### config.mk
export PLATFORM = sky130hd
export DESIGN_NAME = river_move_gen
export DESIGN_NICKNAME = d
export VERILOG_FILES = /design/src/rtl/river_move_gen.sv
export SDC_FILE = /design/constraint.sdc
export NUM_CORES = 1
export LEC_CHECK = 0
export ABC_CLOCK_PERIOD_IN_PS = 4400
export CAP_MARGIN = 40
export CORE_AREA = 10 10 59 61
export DETAILED_ROUTE_END_ITERATION = 10
export DIE_AREA = 0 0 69 71
export PLACE_DENSITY = 0.68
export SLEW_MARGIN = 40
export SYNTH_ARGS = -nofsm -noshare
export SYNTH_HDL_FRONTEND = slang
export SYNTH_SLANG_ARGS = --single-unit
### constraint.sdc
create_clock -name clk -period 4.4 [get_ports clk]
set_input_delay 0.66 -clock clk [delete_from_list [all_inputs] [get_ports clk]]
set_output_delay 0.66 -clock clk [all_outputs]
set_load 0.05 [all_outputs]
### src/rtl/river_move_gen.sv
// Autonomous river-crossing player: presents a fixed 7-move solution over valid/ready and
// tracks checker feedback. Optional present-timeout when RIVER_TIMEOUT_EN is defined.
module river_move_gen #(
  parameter int unsigned GAP     = 2,
  parameter int unsigned TIMEOUT = 15
) (
  input  logic       clk,
  input  logic       reset,
  input  logic       start,
  input  logic       alt,
  input  logic       move_ready,
  input  logic       win_i,
  input  logic       lose_i,
  output logic       move_valid,
  output logic [3:0] move,
  output logic [2:0] step,
  output logic       busy,
  output logic       done,
  output logic       fail
);

  typedef enum logic [2:0] {StIdle, StPresent, StCheck, StWait, StDone, StFail} state_e;

  localparam logic [3:0] GapW = 4'(GAP);

  state_e     state_q;
  logic       alt_q;
  logic [3:0] gap_q;
  logic       move_valid_q, busy_q, done_q, fail_q;
  logic [3:0] move_q;
  logic [2:0] step_q;
  logic [2:0] step_nxt;
  logic [3:0] move_nxt;

`ifdef RIVER_TIMEOUT_EN
  localparam logic [7:0] TimeoutW = 8'(TIMEOUT);
  logic [7:0] wait_q;
`else
  logic unused_timeout;
  assign unused_timeout = ^TIMEOUT;
`endif

  // Position vector {farmer, fox, chicken, seed} for a given step of either solution.
  function automatic logic [3:0] move_vec(input logic a, input logic [2:0] s);
    case (s)
      3'd1:    move_vec = 4'b1010;
      3'd2:    move_vec = 4'b0010;
      3'd3:    move_vec = a ? 4'b1011 : 4'b1110;
      3'd4:    move_vec = a ? 4'b0001 : 4'b0100;
      3'd5:    move_vec = 4'b1101;
      3'd6:    move_vec = 4'b0101;
      3'd7:    move_vec = 4'b1111;
      default: move_vec = 4'b0000;
    endcase
  endfunction

  always_comb begin
    step_nxt = step_q + 3'd1;
    move_nxt = move_vec(alt_q, step_nxt);
  end

  always_ff @(posedge clk) begin
    if (reset) begin
      state_q      <= StIdle;
      alt_q        <= 1'b0;
      gap_q        <= 4'd0;
      move_valid_q <= 1'b0;
      move_q       <= 4'd0;
      step_q       <= 3'd0;
      busy_q       <= 1'b0;
      done_q       <= 1'b0;
      fail_q       <= 1'b0;
`ifdef RIVER_TIMEOUT_EN
      wait_q       <= 8'd0;
`endif
    end else begin
      unique case (state_q)
        StIdle, StDone, StFail: begin
          if (start) begin
            state_q      <= StPresent;
            alt_q        <= alt;
            step_q       <= 3'd1;
            move_q       <= move_vec(alt, 3'd1);
            move_valid_q <= 1'b1;
            busy_q       <= 1'b1;
            done_q       <= 1'b0;
            fail_q       <= 1'b0;
`ifdef RIVER_TIMEOUT_EN
            wait_q       <= 8'd0;
`endif
          end
        end
        StPresent: begin
          if (move_ready) begin
            state_q      <= StCheck;
            move_valid_q <= 1'b0;
`ifdef RIVER_TIMEOUT_EN
          end else if (wait_q == TimeoutW - 8'd1) begin
            // Counter reaches TIMEOUT on this edge with no acceptance.
            state_q      <= StFail;
            move_valid_q <= 1'b0;
            busy_q       <= 1'b0;
            fail_q       <= 1'b1;
          end else begin
            wait_q <= wait_q + 8'd1;
`endif
          end
        end
        StCheck: begin
          if (lose_i || (step_q == 3'd7 && !win_i)) begin
            state_q <= StFail;
            busy_q  <= 1'b0;
            fail_q  <= 1'b1;
          end else if (step_q == 3'd7) begin
            state_q <= StDone;
            busy_q  <= 1'b0;
            done_q  <= 1'b1;
          end else if (GapW == 4'd0) begin
            state_q      <= StPresent;
            step_q       <= step_nxt;
            move_q       <= move_nxt;
            move_valid_q <= 1'b1;
`ifdef RIVER_TIMEOUT_EN
            wait_q       <= 8'd0;
`endif
          end else begin
            state_q <= StWait;
            gap_q   <= GapW;
          end
        end
        StWait: begin
          if (gap_q == 4'd1) begin
            state_q      <= StPresent;
            step_q       <= step_nxt;
            move_q       <= move_nxt;
            move_valid_q <= 1'b1;
`ifdef RIVER_TIMEOUT_EN
            wait_q       <= 8'd0;
`endif
          end else begin
            gap_q <= gap_q - 4'd1;
          end
        end
        default: state_q <= StIdle;
      endcase
    end
  end

  assign move_valid = move_valid_q;
  assign move       = move_q;
  assign step       = step_q;
  assign busy       = busy_q;
  assign done       = done_q;
  assign fail       = fail_q;

endmodule
Word level (Yosys, flattened, before mapping):

Cells that the tools add are included.

* register bits: 19
* latch bits: 0
* bits in writable memories: 0
* memory bits (read-only): 0
* output and inout bits: 11
* logic and storage cells: 82
* memories: 0

* add/sub/neg operators: 2
* multipliers: 0
* divide/modulo/power cells: 0
* magnitude comparators: 0
* equality and inequality tests: 23
* shifts and indexed selects: 0
* mux-type cells: 31
* bitwise operators: 0
* reductions and logical operators: 17

Operators with widths (number)
* $pmux 4 s7: 1
* $mux 3: 8
* $eq 3x3->1 const B: 7
* $mux 4: 5
* $ne 2x2->1 const B: 8
* $pmux 4 s2: 2
* $eq 3x2->1 const B: 4
* $pmux 3 s4: 1
* $reduce_and 3->1: 4
* $reduce_and 4->1: 3
* $mux 1: 9
* $eq 3x1->1 const B: 2
* $pmux 1 s2: 3
* $pmux 3 s2: 1
* $reduce_bool 2->1: 3
* $eq 4x1->1 const B: 1
* $sub 4x1->4 const B: 1
* $add 3x1->3 const B: 1
* $logic_not 3->1: 1
* $ne 3x3->1 const B: 1
* $pmux 1 s3: 1
* $reduce_bool 3->1: 1
* $reduce_or 3->1: 1
* $reduce_and 2->1: 1
* other kinds (3): 3

Logic depth before layout (Yosys ltp):

Gate-level depths: netlist (run 1).

* depth in word-level cells: 5
* mapped depth: 6
* mapped depth without buffers: 6

Worst setup path after synthesis (run 1):

Ideal clock, no wire load.

* path kind: reg2reg
* start: reg, netlist name move[3]
* end: reg move_q[2] (netlist: move[2])
* setup time: 124 ps
* arrival: 1615 ps
* setup slack: 2661 ps
* cell stages (with the launch flop): 6
* buffers on the path: 0
* period minus slack after synthesis: 1739 ps
* cell sequence: dfxtp_1 inv_1 ha_1 o31a_1 a21o_1 o2bb2ai_1

RTL lines
* to (signal assigned): RTL line 83 `move_q <= move_vec(alt, 3'd1);`
* to (signal assigned): RTL line 121 `move_q <= move_nxt;`
* to (signal assigned): RTL line 135 `move_q <= move_nxt;`
* to (decl): RTL line 30 `logic [3:0] move_q;`

Final worst setup path (run 1):

* start: reg step_q[2] (netlist: step[2])
* end: out step[2]

RTL lines
* from (decl): RTL line 31 `logic [2:0] step_q;`
* from (signal assigned): RTL line 120 `step_q <= step_nxt;`
* from (signal assigned): RTL line 134 `step_q <= step_nxt;`
* to (decl): RTL line 16 `output logic [2:0] step,`

No word-level cell between the ends.

==> out/results.ini, run 1 <==
[synth]
synth-edff-count=0
yosysWarnings=0
synthDistinctLibCells=39
yosys_most_used_dff=dfxtp_1
avgSynthCellArea_um2=8.36
yosys-top-cells-area=dfxtp_1 35%, ha_1 8.5%, a21oi_1 6.3%, nor2_1 3.6%, nor3_1 3.4%
syn_nets=137
async_reset_ff_share_pct=0
synth-seq-area-share_pct=35.0
netlist_area_um2=1030
yosys.area.top_type=dfxtp_1
syn_inst=123
synthDominantCellAreaShare_pct=35.0
ys_seq_elements=18

[layout]
fin_util_pct=52.1
n_fill_cell=255
area_delta_synth_final_pct=21.0
layout_commonest_cell=dfxtp_1
n_antenna_cell=0
final_area_um2=1240
drive_gt1_share_pct=7.25
layout_common_cells=18 x dfxtp_1, 17 x clkdlybuf4s50_1, 13 x a21oi_1, 10 x nor2_1
fin_nets=153

[outcome]
outcome=finished clean

[power]
p_leak_nw=0.494
max-vdd-ir-drop_uv=158
p_per_area_nw_per_um2=301

[clocking]
ctsLongestPathBuffers=2
cts-htree-levels=1
clockRootBuffer=clkbuf_4
worstSkewPairLatency_ps=290
post_cts_buffers=0
numClockSinks=18
cts_buffers=3
cts_tree=done
hold_buffers=0
cts_resized=0
clk_pin_slew_ps=100

[critical_path]
critPathSlowestCell=clkdlybuf4s50_1
path_max_fanout=8
critPathTopFamily=buffers and inverters
max_stage_delay_ps=870
critPathCaptureType=output port
r2r_start=gap_q[0]
path_cells=clkdlybuf4s50_1
cp.arrival_ps=1660
cp_num_buf_inv=1
critPathLaunchType=flip-flop
cp-startpoint=step[2]
critical_path_class=flip-flop to output port
worstPathRequired_ps=3740

[global_route]
grt_max_degree=19
grt_pass1_wl_um=4050
grt_overflow=0
antenna_found_initial=0
grt.total_usage_pct=9.37
grt_pass1_vias=920

[placed_design]
gp_congestion=0.783
placed_cell_area_um2=1210
portBuffers=17
post-place-ws_ps=2190
dp_hpwl_um=1720

[timing]
fin_ws_ps=2080
period_minus_slack_ps=2320
tightest_slew_ps=688
rsz0062_at_grt=no
period_share_pct=52.7
finalMaxSlewViolations=0
setup_viol=0
slew-limit-headroom_pct=54.0
tns_ps=0
hold_viol=0
fmax_mhz=432
finalClockSkew_ps=6.80

[min_path]
min-delay-start=move[2]
hp-class=flip-flop to flip-flop

[run]
cap_viol_max_count=0

[detailed_routing]
wl_per_cell_um=13.4
first_pass_iters=4
wl_um=2250
drt-initial-drc-count=64
drcViolationCount=0
vias=893
ant_nets=0
viasPerCell=5.32

[die]
dieArea_um2=4900
dieHeight_um=71
num_rows=18
die_w_um=69
start_util_pct=43.1
core_um2=2390
ioPinCount=18

[state kept, by name, indices dropped and copies added, names as in the netlist]
register	cells
step	2
move_valid	1
move	4
gap_q	4
fail	1
state_q	3
done	1
busy	1
alt_q	1
[synth_stat cells (all sizes together), types with 3 or more instances]
library cell and instances:
or3 3, inv 9, dfxtp 18, nand2 9, nor3b 3, ha 7
a21oi 13, nor3 7, a21o 3, o21ai 6, nor2 10, clkbuf 4
[worst min-delay path, stage by stage, from the launching register on]
cell	delay, ps
dfxtp_1	330
nand2_1	50
o2bb2ai_1	50
[kinds of logic (layout without fill, tap and decap cells)]
logic type | Yosys count | count (layout) | synth area share (%)
fa+ha+maj | 7 | 7 | 8.52
compound gates | 39 | 39 | 25.4
xor+xnor | 3 | 3 | 2.56
buf+inv | 15 | 30 | 5.96
simple gates | 40 | 40 | 21.4
flops | 18 | 18 | 35.0
mux | 1 | 1 | 1.09
[stage by stage]
stage                     total power, mW  hold WS [ps]  cells
after floorplan                     0.249           450    123
after global placement              0.274           441    164
after detailed placement            0.275           448    164
after CTS                           0.378           466    168
after global routing                0.397           486    168
final                               0.375           466    168
[routing by layer]
metal | vias to the layer above | part of all wire (%) | track usage, %
li1 | 466 | - | -
met2 | 17 | 43 | 14.5
met5 | - | 0 | 0
met3 | 4 | 5.9 | 2.93
met4 | 0 | 1.3 | 4.25
met1 | 406 | 50 | 11.5
[power by group]
group	total, mW	switching [mW]	internal (mW)
logic	0.0862	0.0518	0.0344
registers	0.186	0.0134	0.172
clock network	0.103	0.0527	0.0504
[layout make-up]
cell class / instances / area, um^2 / share of cell area (%)
repair buffers: 17 / 170 / 13.7
well taps: 30 / 37.5 / 3.02
clock buffers: 4 / 36.3 / 2.91
multi-input cells: 90 / 607 / 48.7
flip-flops and latches: 18 / 360 / 28.9
inverters: 9 / 33.8 / 2.71
[path summary, 6_finish.rpt]
| check | cells after the start | slack, ps | end |
|---|---|---|---|
| setup / recovery | 1 | 2080 | step[2] |
| hold reg to reg | 2 | 470 | move[2] |
| hold / removal | 2 | 470 | move[2] |
| setup reg to reg | 4 | 2650 | step[2] |
Note: power is estimated with default switching activity, not from simulation.
==> run 2: changes to the inputs <==
Settings changed: ABC_CLOCK_PERIOD_IN_PS 4400 to 2000, PLACE_DENSITY 0.68 to 0.71.
Clock period 4.4 ns to 2 ns, I/O delays scaled along.
==> run 2 against run 1 <==
  * Clock skew shrank 5.4 ps
  * Final area grew 0.30%
  * Sequential share of layout area shrank 0.087 points
  * Via count grew 2.1%
  * Flip-flop and latch count is the same
  * Worst setup slack lost 2000 ps
  * Worst hold slack lost 4.5 ps
  * Clock power grew 76%
  * Utilization grew 0.16 points
  * Count of clock-buffer cells in the layout shrank 1
  * Die area is the same
  * Largest cell class unchanged
==> out/results.ini, run 2 (synthesis gave the netlist of run 1 again) <==
[timing]
tightest_slew_ps=517  ; -171 ps
slew-limit-headroom_pct=65.4  ; +11 points
setup_viol=0  ; unchanged
finalMaxSlewViolations=0  ; unchanged
fmax_mhz=523
rsz0062_at_grt=no
tns_ps=0  ; unchanged
period_share_pct=95.6
period_minus_slack_ps=1910
hold_viol=0  ; unchanged
finalClockSkew_ps=1.39  ; -5.41 ps

[detailed_routing]
wl_per_cell_um=14.3  ; +7.1%
viasPerCell=5.40  ; +1.5%
drt-initial-drc-count=41  ; -36%
vias=912  ; +2.1%
first_pass_iters=4  ; unchanged
drcViolationCount=0  ; unchanged
wl_um=2420  ; +7.7%
ant_nets=0  ; unchanged

[outcome]
outcome=finished clean

[power]
p_leak_nw=0.528  ; +6.9%
p_per_area_nw_per_um2=628  ; +110%
finalPower_mw=0.784  ; +110%
max-vdd-ir-drop_uv=414  ; +160%

[die]
start_util_pct=43.1  ; unchanged
dieArea_um2=4900  ; unchanged
dieHeight_um=71  ; unchanged
num_rows=18  ; unchanged
die_w_um=69  ; unchanged
ioPinCount=18  ; unchanged
core_um2=2390  ; unchanged

[critical_path]
cp.arrival_ps=1610  ; -50 ps
reg2reg_to=step[2]
path_cells=clkdlybuf4s50_1
endpoint=step[1]
r2r_start=gap_q[0]
path_max_fanout=7  ; -1
max_stage_delay_ps=850  ; -20 ps
ff2ff_path_depth=4  ; unchanged
critPathSlowestCell=clkdlybuf4s50_1
r2r_slack_ps=300  ; -2350 ps
critPathLaunchType=flip-flop
critPathCaptureType=output port
cp.depth=1  ; unchanged
cp-startpoint=step[1]
worstPathRequired_ps=1700  ; -2040 ps
critical_path_class=flip-flop to output port
cp_num_buf_inv=1  ; unchanged
critPathTopFamily=buffers and inverters

[placed_design]
dp_cells=166  ; +1.2%
placed_cell_area_um2=1220  ; +1.0%
gp_congestion=0.857  ; +9.5%
portBuffers=17  ; unchanged
dp_hpwl_um=1890  ; +9.6%

[clocking]
post_cts_buffers=0  ; unchanged
clk_pin_slew_ps=100  ; about the same
ctsLongestPathBuffers=2  ; unchanged
cts_resized=0  ; unchanged
cts_buffers=3  ; unchanged
worstSkewPairLatency_ps=290  ; about the same
cts-htree-levels=1  ; unchanged
clockRootBuffer=clkbuf_4
cts_tree=done
hold_buffers=0  ; unchanged
numClockSinks=18  ; unchanged

[layout]
layout_common_cells=18 x dfxtp_1, 14 x clkdlybuf4s50_1, 13 x a21oi_1, 10 x nor2_1
area_delta_synth_final_pct=21.4
fin_nets=155  ; +1.3%
n_antenna_cell=0  ; unchanged
drive_gt1_share_pct=8.63  ; +1.4 points
fin_util_pct=52.3  ; +0.16 points
n_fill_cell=240  ; -5.9%
final_area_um2=1250  ; +0.30%
layout.cells.non_filler=169  ; +0.60%
layout_commonest_cell=dfxtp_1

[global_route]
antenna_found_initial=0  ; unchanged
grt_pass1_wl_um=4200  ; +3.8%
grt.total_usage_pct=9.85  ; +0.48 points
grt_max_degree=14  ; -5
grt_pass1_vias=908  ; -1.3%
grt_overflow=0  ; unchanged

[min_path]
whs_path_depth=2  ; unchanged
min-delay-start=move[2]
hp-class=flip-flop to flip-flop

[run]
cap_viol_max_count=0  ; unchanged

[run 2: changes by cell type in the layout (fill, tap and decap cells not counted), sizes merged]
cell	change
buf	+3
clkbuf	-1
clkdlybuf4s50	-3
dlymetal6s2s	+2
[run 2: worst min path at each step]
stage / to / slack (ps)
final: move[2] / 460
after global routing: move_valid / 500
after CTS: move[2] / 470
after detailed placement: move[2] / 450
after global placement: fail / 440
after floorplan: alt_q / 450
[run 2: final cells by class]
type,instances,area (um^2),area share (%)
multi-input combinational,90,607,48.6
timing repair buffer,19,188,15.0
clock buffer,3,22.5,1.80
sequential,18,360,28.9
inverter,9,33.8,2.71
tap,30,37.5,3.01
[run 2: power by group]
part | internal (mW) | total [mW] | switching, mW
sequential | 0.379 | 0.410 | 0.0304
combinational | 0.0786 | 0.194 | 0.115
clock | 0.0700 | 0.181 | 0.111
total | 0.528 | 0.784 | 0.256
[run 2: metrics by stage]
| stage | hold slack, ps | setup WS (ps) |
|---|---|---|
| after floorplan | 447 | 261 |
| after global placement | 441 | 304 |
| after detailed placement | 453 | 290 |
| after CTS | 468 | 31.7 |
| after global routing | 496 | 7.86 |
| final | 461 | 87.1 |
[run 2: per-layer routing]
layer,vias to the layer above,global-route usage [%],wire length [um]
li1,469,-,-
met4,0,4.92,36
met5,-,0,0
met3,6,2.37,98
met2,19,15.3,1080
met1,418,12.3,1210
